## src/rtl/twiddle_rot_108.sv

```systemverilog
// twiddle_rot_108: inter-stage twiddle rotator for the 108-point mixed-radix DFT.
// Walks the ROWS x COLS frame (col is the inner index) and drives the twiddle ROM
// address k = row*col mod 108. When inv is set, the address is (108 - k) mod 108.
// Each sample is multiplied by the Q8 twiddle through a three-stage pipeline.
// Build option TWROT_SAT_EN makes the final stage saturate instead of wrap.
module twiddle_rot_108 #(
  parameter int DW   = 18,
  parameter int ROWS = 4,
  parameter int COLS = 27
) (
  input  logic          clk,
  input  logic          rst_n,
  input  logic          inv,
  input  logic          in_valid,
  input  logic          in_sof,
  input  logic [DW-1:0] in_re,
  input  logic [DW-1:0] in_im,
  output logic [10:0]   tw_addr,
  input  logic [17:0]   tw_re,
  input  logic [17:0]   tw_im,
  output logic          out_valid,
  output logic          out_sof,
  output logic          out_eof,
  output logic [DW-1:0] out_re,
  output logic [DW-1:0] out_im,
  output logic          frm_err
);

  localparam int N  = 108;
  localparam int MW = DW + 18;   // product width
  localparam int PW = DW + 19;   // sum-of-products width
  localparam int SW = PW - 8;    // width after dropping the 8 fraction bits

  localparam logic [6:0]    ROW_LAST = 7'(ROWS - 1);
  localparam logic [6:0]    COL_LAST = 7'(COLS - 1);
  localparam logic [6:0]    N7       = 7'(N);
  localparam logic [7:0]    N8       = 8'(N);
  localparam logic [PW-1:0] RND      = PW'(128);

  typedef enum logic [0:0] {
    IDLE = 1'b0,
    RUN  = 1'b1
  } state_t;

`ifdef TWROT_SAT_EN
  // Clamp a post-shift value into the signed DW-bit output range.
  function automatic logic [DW-1:0] sat_fn(input logic [SW-1:0] v);
    logic [DW-1:0] r;
    if (v[SW-1:DW-1] == {(SW-DW+1){v[SW-1]}}) begin
      r = v[DW-1:0];
    end else if (v[SW-1]) begin
      r = {1'b1, {(DW-1){1'b0}}};
    end else begin
      r = {1'b0, {(DW-1){1'b1}}};
    end
    return r;
  endfunction
`endif

  // Frame position state. It describes the beat expected next.
  state_t      state_q, state_d;
  logic [6:0]  row_q, row_d;
  logic [6:0]  col_q, col_d;
  logic [6:0]  acc_q, acc_d;
  logic        inv_q, inv_d;
  logic        frm_err_q, frm_err_d;

  // Pipeline registers
  logic          s1_valid_q, s1_valid_d, s1_sof_q, s1_sof_d, s1_eof_q, s1_eof_d;
  logic [DW-1:0] s1_a_q, s1_a_d, s1_b_q, s1_b_d;
  logic [17:0]   s1_c_q, s1_c_d, s1_d_q, s1_d_d;
  logic          s2_valid_q, s2_valid_d, s2_sof_q, s2_sof_d, s2_eof_q, s2_eof_d;
  logic [PW-1:0] s2_re_q, s2_re_d, s2_im_q, s2_im_d;
  logic          out_valid_q, out_valid_d, out_sof_q, out_sof_d, out_eof_q, out_eof_d;
  logic [DW-1:0] out_re_q, out_re_d, out_im_q, out_im_d;

  // Current-beat decode signals
  logic        restart_s, beat_s, err_s, last_s, cur_inv_s;
  logic [6:0]  cur_row_s, cur_col_s, cur_acc_s, acc_wrap_s, addr_s;
  logic [7:0]  acc_sum_s;

  // Datapath intermediates
  logic [MW-1:0] a_x_s, b_x_s, c_x_s, d_x_s;
  logic [MW-1:0] p_ac_s, p_bd_s, p_ad_s, p_bc_s;
  logic [PW-1:0] rnd_re_s, rnd_im_s;
  logic [SW-1:0] sh_re_s, sh_im_s;
  logic          unused_bits_s;

  // Decode the current beat. A sof beat always counts as index 0 with the live inv.
  always_comb begin
    restart_s  = in_valid & in_sof;
    cur_row_s  = restart_s ? 7'd0 : row_q;
    cur_col_s  = restart_s ? 7'd0 : col_q;
    cur_acc_s  = restart_s ? 7'd0 : acc_q;
    cur_inv_s  = restart_s ? inv : inv_q;
    last_s     = (cur_row_s == ROW_LAST) && (cur_col_s == COL_LAST);
    acc_sum_s  = {1'b0, cur_acc_s} + {1'b0, cur_row_s};
    acc_wrap_s = acc_sum_s[6:0];
    addr_s     = cur_acc_s;
    beat_s     = 1'b0;
    err_s      = 1'b0;
    // The wrap is kept as a guard for other ROWS/COLS factorisations.
    if (acc_sum_s >= N8) begin
      acc_wrap_s = 7'(acc_sum_s - N8);
    end else begin
      acc_wrap_s = acc_sum_s[6:0];
    end
    if (cur_inv_s && (cur_acc_s != 7'd0)) begin
      addr_s = N7 - cur_acc_s;
    end else begin
      addr_s = cur_acc_s;
    end
    case (state_q)
      IDLE: begin
        beat_s = restart_s;
        err_s  = in_valid & ~in_sof;
      end
      RUN: begin
        beat_s = in_valid;
        err_s  = restart_s;
      end
      default: begin
        beat_s = 1'b0;
        err_s  = 1'b0;
      end
    endcase
  end

  assign tw_addr = {4'd0, addr_s};

  // Next frame position. Counters advance only on accepted beats.
  always_comb begin
    state_d   = state_q;
    row_d     = row_q;
    col_d     = col_q;
    acc_d     = acc_q;
    inv_d     = inv_q;
    frm_err_d = frm_err_q | err_s;
    if (beat_s) begin
      inv_d = cur_inv_s;
      if (last_s) begin
        state_d = IDLE;
        row_d   = 7'd0;
        col_d   = 7'd0;
        acc_d   = 7'd0;
      end else if (cur_col_s == COL_LAST) begin
        state_d = RUN;
        row_d   = cur_row_s + 7'd1;
        col_d   = 7'd0;
        acc_d   = 7'd0;
      end else begin
        state_d = RUN;
        row_d   = cur_row_s;
        col_d   = cur_col_s + 7'd1;
        acc_d   = acc_wrap_s;
      end
    end else begin
      state_d = state_q;
      row_d   = row_q;
      col_d   = col_q;
      acc_d   = acc_q;
      inv_d   = inv_q;
    end
  end

  // Pipeline stages: S1 capture, S2 complex multiply, S3 round and resize.
  always_comb begin
    s1_valid_d = beat_s;
    s1_sof_d   = beat_s & restart_s;
    s1_eof_d   = beat_s & last_s;
    s1_a_d     = in_re;
    s1_b_d     = in_im;
    s1_c_d     = tw_re;
    s1_d_d     = tw_im;

    a_x_s  = {{18{s1_a_q[DW-1]}}, s1_a_q};
    b_x_s  = {{18{s1_b_q[DW-1]}}, s1_b_q};
    c_x_s  = {{DW{s1_c_q[17]}}, s1_c_q};
    d_x_s  = {{DW{s1_d_q[17]}}, s1_d_q};
    p_ac_s = a_x_s * c_x_s;
    p_bd_s = b_x_s * d_x_s;
    p_ad_s = a_x_s * d_x_s;
    p_bc_s = b_x_s * c_x_s;
    s2_valid_d = s1_valid_q;
    s2_sof_d   = s1_sof_q;
    s2_eof_d   = s1_eof_q;
    s2_re_d    = {p_ac_s[MW-1], p_ac_s} - {p_bd_s[MW-1], p_bd_s};
    s2_im_d    = {p_ad_s[MW-1], p_ad_s} + {p_bc_s[MW-1], p_bc_s};

    rnd_re_s    = s2_re_q + RND;
    rnd_im_s    = s2_im_q + RND;
    sh_re_s     = rnd_re_s[PW-1:8];
    sh_im_s     = rnd_im_s[PW-1:8];
    out_valid_d = s2_valid_q;
    out_sof_d   = s2_sof_q;
    out_eof_d   = s2_eof_q;
`ifdef TWROT_SAT_EN
    out_re_d      = sat_fn(sh_re_s);
    out_im_d      = sat_fn(sh_im_s);
    unused_bits_s = ^{rnd_re_s[7:0], rnd_im_s[7:0]};
`else
    out_re_d      = sh_re_s[DW-1:0];
    out_im_d      = sh_im_s[DW-1:0];
    unused_bits_s = ^{rnd_re_s[7:0], rnd_im_s[7:0], sh_re_s[SW-1:DW], sh_im_s[SW-1:DW]};
`endif
  end

  // State and pipeline registers. Reset flushes everything, so no partial frame escapes.
  always_ff @(posedge clk or negedge rst_n) begin
    if (!rst_n) begin
      state_q     <= IDLE;
      row_q       <= 7'd0;
      col_q       <= 7'd0;
      acc_q       <= 7'd0;
      inv_q       <= 1'b0;
      frm_err_q   <= 1'b0;
      s1_valid_q  <= 1'b0;
      s1_sof_q    <= 1'b0;
      s1_eof_q    <= 1'b0;
      s1_a_q      <= '0;
      s1_b_q      <= '0;
      s1_c_q      <= 18'd0;
      s1_d_q      <= 18'd0;
      s2_valid_q  <= 1'b0;
      s2_sof_q    <= 1'b0;
      s2_eof_q    <= 1'b0;
      s2_re_q     <= '0;
      s2_im_q     <= '0;
      out_valid_q <= 1'b0;
      out_sof_q   <= 1'b0;
      out_eof_q   <= 1'b0;
      out_re_q    <= '0;
      out_im_q    <= '0;
    end else begin
      state_q     <= state_d;
      row_q       <= row_d;
      col_q       <= col_d;
      acc_q       <= acc_d;
      inv_q       <= inv_d;
      frm_err_q   <= frm_err_d;
      s1_valid_q  <= s1_valid_d;
      s1_sof_q    <= s1_sof_d;
      s1_eof_q    <= s1_eof_d;
      s1_a_q      <= s1_a_d;
      s1_b_q      <= s1_b_d;
      s1_c_q      <= s1_c_d;
      s1_d_q      <= s1_d_d;
      s2_valid_q  <= s2_valid_d;
      s2_sof_q    <= s2_sof_d;
      s2_eof_q    <= s2_eof_d;
      s2_re_q     <= s2_re_d;
      s2_im_q     <= s2_im_d;
      out_valid_q <= out_valid_d;
      out_sof_q   <= out_sof_d;
      out_eof_q   <= out_eof_d;
      out_re_q    <= out_re_d;
      out_im_q    <= out_im_d;
    end
  end

  assign out_valid = out_valid_q;
  assign out_sof   = out_sof_q;
  assign out_eof   = out_eof_q;
  assign out_re    = out_re_q;
  assign out_im    = out_im_q;
  assign frm_err   = frm_err_q;

endmodule

```

## config.mk

```make
export PLATFORM = sky130hd
export DESIGN_NAME = twiddle_rot_108
export DESIGN_NICKNAME = d
export VERILOG_FILES = /design/src/rtl/twiddle_rot_108.sv
export SDC_FILE = /design/constraint.sdc
export NUM_CORES = 2
export LEC_CHECK = 0
export ABC_AREA = 1
export CORE_MARGIN = 5
export CORE_UTILIZATION = 45
export CTS_CLUSTER_DIAMETER = 120
export DETAILED_ROUTE_END_ITERATION = 8
export DONT_BUFFER_PORTS = 1
export REMOVE_ABC_BUFFERS = 1
export SYNTH_ARGS = -nofsm -noshare
export SYNTH_HDL_FRONTEND = slang
export SYNTH_SLANG_ARGS = --single-unit
```

## constraint.sdc

```tcl
create_clock -name clk -period 14 [get_ports clk]
set_input_delay 4.2 -clock clk [delete_from_list [all_inputs] [get_ports clk]]
set_output_delay 4.2 -clock clk [all_outputs]
set_load 0.03 [all_outputs]
```

---- Word level (Yosys, flattened, before mapping) ----
Cells that the tools add are included.
operators by class
  add/subtract/negate cells ............... 9
  $mul .................................... 4
  magnitude comparators ................... 1
  equality and inequality tests ........... 2
  muxes and demuxes ....................... 15
  bitwise operators ....................... 7
  reductions and logical operators ........ 3
operators by type and width
  operator                                                           count
  multiplier 18 x 18 -> 26 bit                                       4
  2-to-1 mux 7 bit                                                   11
  adder 26 x 8 -> 26 bit, second input constant                      2
  adder 26 bit                                                       1
  subtractor 26 bit                                                  1
  adder 7 x 1 -> 7 bit, second input constant                        2
  adder 7 x 7 -> 8 bit                                               1
  greater-or-equal comparator 8 x 7 -> 1 bit, second input constant  1
  == test 7 x 2 -> 1 bit, second input constant                      1
  == test 7 x 5 -> 1 bit, second input constant                      1
  nonzero test 7 bit                                                 1
  subtractor 7 bit, first input constant                             1
  subtractor 7 bit, second input constant                            1
  bitwise AND 1 bit                                                  4
  one-hot mux 1 bit (2 select lines)                                 2
  logical AND 1 bit                                                  2
  2-to-1 mux 1 bit                                                   2
  inverter 1 bit                                                     2
  OR 1 bit                                                           1
word-level totals
  register bits ........................... 193
  logic and storage cells ................. 64

---- Longest topological paths before layout ----
  depth in word-level cells ............... 7
  mapped depth ............................ 37

---- Worst setup path after synthesis ----
OpenSTA, ideal clock, no wires.
  path type ............................... input -> output
  start point ............................. input port in_valid
  end point ............................... output port tw_addr[6]
  data arrival time ....................... 6.421 ns
  required time ........................... 9.800 ns
  slack ................................... 3.379 ns
  stages on the path ...................... 14
  path buffers ............................ 2
  cells stage by stage .................... nand2_2 > inv_1 > buf_4 > buf_2 > nor2_1 > inv_1 > ha_1 > inv_1 > nor2_1 > inv_1 > o21ai_1 > inv_1 > nand2_1 > xnor2_1
on the way
  word-level cells in the longest chain between the ends .. 5
  elaborated cells on any way between the ends .. 7
  those cells by class .................... add/sub: 1; mux: 3; bitwise: 1; reduce/logical: 2
RTL lines
  what                                                      line  source
  from (decl)                                               14    input logic in_valid,
  bitwise AND 1 bit (*)                                     91    restart_s = in_valid & in_sof;
  branches (longest 3 deep; another with subtractor 7 bit)  --
  2-to-1 mux 7 bit (*)                                      108   if (cur_inv_s && (cur_acc_s != 7'd0)) begin
  to (decl)                                                 18    output logic [10:0] tw_addr,
Every way passes the cells marked *.

---- Final worst setup path ----
  start point ............................. input port in_valid
  end point ............................... output port tw_addr[1]
The elaborated chain is that of the path after synthesis.

==> impl_metrics.tcl <==
set metrics [dict create \
    clock-skew-final_ns 0.0172 \
    grt_antenna_before_repair 5 \
    numCtsBuffers 17 \
    htreeDepth 4 \
    clkTransAtPathRegs_ns 0.08 \
    rows 116 \
    maxSlewHeadroom_pct 18.9 \
    final_cell_area_um2 46700 \
    start_util_pct 45.1 \
    min_path_type "reg -> reg" \
    ys_seq_elements 179 \
    ys.warnings.count 0 \
    worst_slew_pin_slew_ns 1.22 \
    cts_max_path_buffers 2 \
    drt_pre_antenna_iters 5 \
    required_ns 9.80 \
    postCtsSetupBuffers 0 \
    grt_start_max_net_pins 180 \
    place_congestion 0.850 \
    ys.flop_type "dfrtp_1" \
    dp.cells 6673 \
    instances_no_fill 6708 \
    synth_enable_flop_cells 0 \
    synth_cell_type_count 51 \
    worst-setup-path-type "in -> out" \
    outcome "complete, no violations" \
    synth-async-reset-ratio_pct 100 \
    dieArea_um2 106000 \
    maxCapViolCount 0 \
    die_h_um 326 \
    fillers 9736 \
    cp-end-kind "primary output" \
    grt_pass1_wl_mm 185 \
    core_um2 99600 \
    synth_area_leader_cell "fa_1" \
    ys_seq_area_share_pct 9.96 \
    drt_iter0_markers 2105 \
    routed_wl_mm 111 \
    crit_path_start_kind "input pin" \
    hold-path-cell-count 0 \
    setup_viol 0 \
    grt_remaining_overflow 0 \
    root_buffer "clkbuf_16" \
    nets 6766 \
    rsz0062_at_grt "no" \
    vias 32400 \
    cp.arrival_ns 6.79 \
    io_pins 128 \
    drtAntennaViolNets 0 \
    synthTopCellsByCount "inv_1, nand2_1, fa_1" \
    grt_util_all_layers_pct 22.1 \
    slew_violations 0 \
    post-synth-top-count-cell "inv_1" \
    finalCritPeriodShare_pct 78.5 \
    reg2regPathDepth 26 \
    fp.dieW_um 326 \
    wire_per_inst_um 16.6 \
    drive_above_1_share_pct 2.61 \
    finalHoldViolations 0 \
    cts.sinks 179 \
    drc 0 \
    max_freq_mhz 91.0 \
    critPathMaxFanout 20 \
    cts_tree "done" \
    synthTopCellsByArea "fa_1, inv_1, nand2_1" \
    insertion_delay_ns 0.54 \
    port_buffers 0 \
    synth_area_per_cell_um2 8.08 \
    cts_hold_buf 0 \
    cts_resized 0 \
    syn_inst 5560 \
    place_area_um2 46100 \
    synth_top_area_share_pct 44.8 \
    dp_hpwl_mm 82.5 \
    grt_pass1_vias 34100 \
    via_per_inst 4.84 \
    tns_ns 0 \
    syn_area_um2 45000 \
    min_period_ns 10.99 \
    syn2layout_area_growth_pct 3.93 \
    whs_ns 0.341 \
]
==> critical path, cell delays in order <==
cell	delay, ns
nand2_2	0.12
inv_1	0.53
nor2_1	0.36
inv_1	0.13
ha_1	0.17
inv_1	0.05
nor2_1	0.10
inv_1	0.05
o21ai_1	0.19
inv_1	0.12
o21ai_0	0.76
==> sequential cells by signal, indices dropped and copies added (netlist names), 7 cells and up <==
register  count
out_re       18
s2_im_q      19
s1_c_q       18
acc_q         7
col_q         7
row_q         7
s1_d_q       18
out_im       18
s1_a_q       18
s2_re_q      19
s1_b_q       18
==> path summary, 6_finish.rpt <==
check | start | to | slack (ns)
worst max-delay path | in_valid | tw_addr[1] | 3.01
worst min-delay path | s1_valid_q | out_valid_d | 0.34
worst max register to register | s1_d_q[1] | s2_re_q[25] | 6.27
worst min register to register | s1_valid_q | out_valid_d | 0.34
max in group asynchronous | rst_n | s2_re_q[12] | 10.21
min in group asynchronous | rst_n | s1_a_q[6] | 3.37
==> placed cells by master, fill, tap and decap left out, drive strengths merged, types with 3 or more instances in the layout <==
master	count
a21o	4
a21oi	62
buf	68
clkbuf	17
clkinv	8
conb	4
dfrtp	179
diode	3
fa	1006
ha	289
inv	1827
nand2	1478
nand3	100
nand3b	9
nand4	14
nor2	97
nor3	15
nor4	9
o21a	3
o21ai	57
o21bai	3
o22ai	8
or2	11
xnor2	44
xor2	78
==> final cells by class <==
type                    instances  area, um2  area share, %
clock buffers                  17        425          0.911
well taps                    1298       1620           3.48
repair buffers                 68        510           1.09
inverters                    1822       6840           14.6
diodes                          3       7.51         0.0161
flip-flops and latches        179       4480           9.60
clock inverters                15        229          0.490
multi-input cells            3306      32600           69.8
==> stage by stage <==
step	setup WS, ns	utilization [%]
after CTS	2.99	46.9
after floorplan	3.47	-
final	3.01	46.9
after global routing	2.76	46.9
after global placement	3.00	46.3
after detailed placement	3.01	46.3
==> routing by layer <==
metal	vias up	GRT usage [%]	wire length, um
met2	965	35.1	50900
met5	-	0	10
li1	15000	-	-
met1	16400	32.1	49900
met3	109	3.27	7710
met4	2	5.63	2780
==> cells by family after synthesis <==
kind of cell             after synthesis  share of synthesized area (%)
AND/OR/NAND/NOR                     1735                           15.3
other                                  1                        0.00834
AO/OA/AOI/OAI                        150                           1.92
adder cells (fa/ha/maj)             1295                           52.8
XOR/XNOR                             122                           2.38
flip-flops                           179                           9.96
buffers and inverters               2078                           17.5
Power is left out: the tool's default activity adds up to more than one toggle a clock period on the data nets, which glitch-free logic cannot reach.
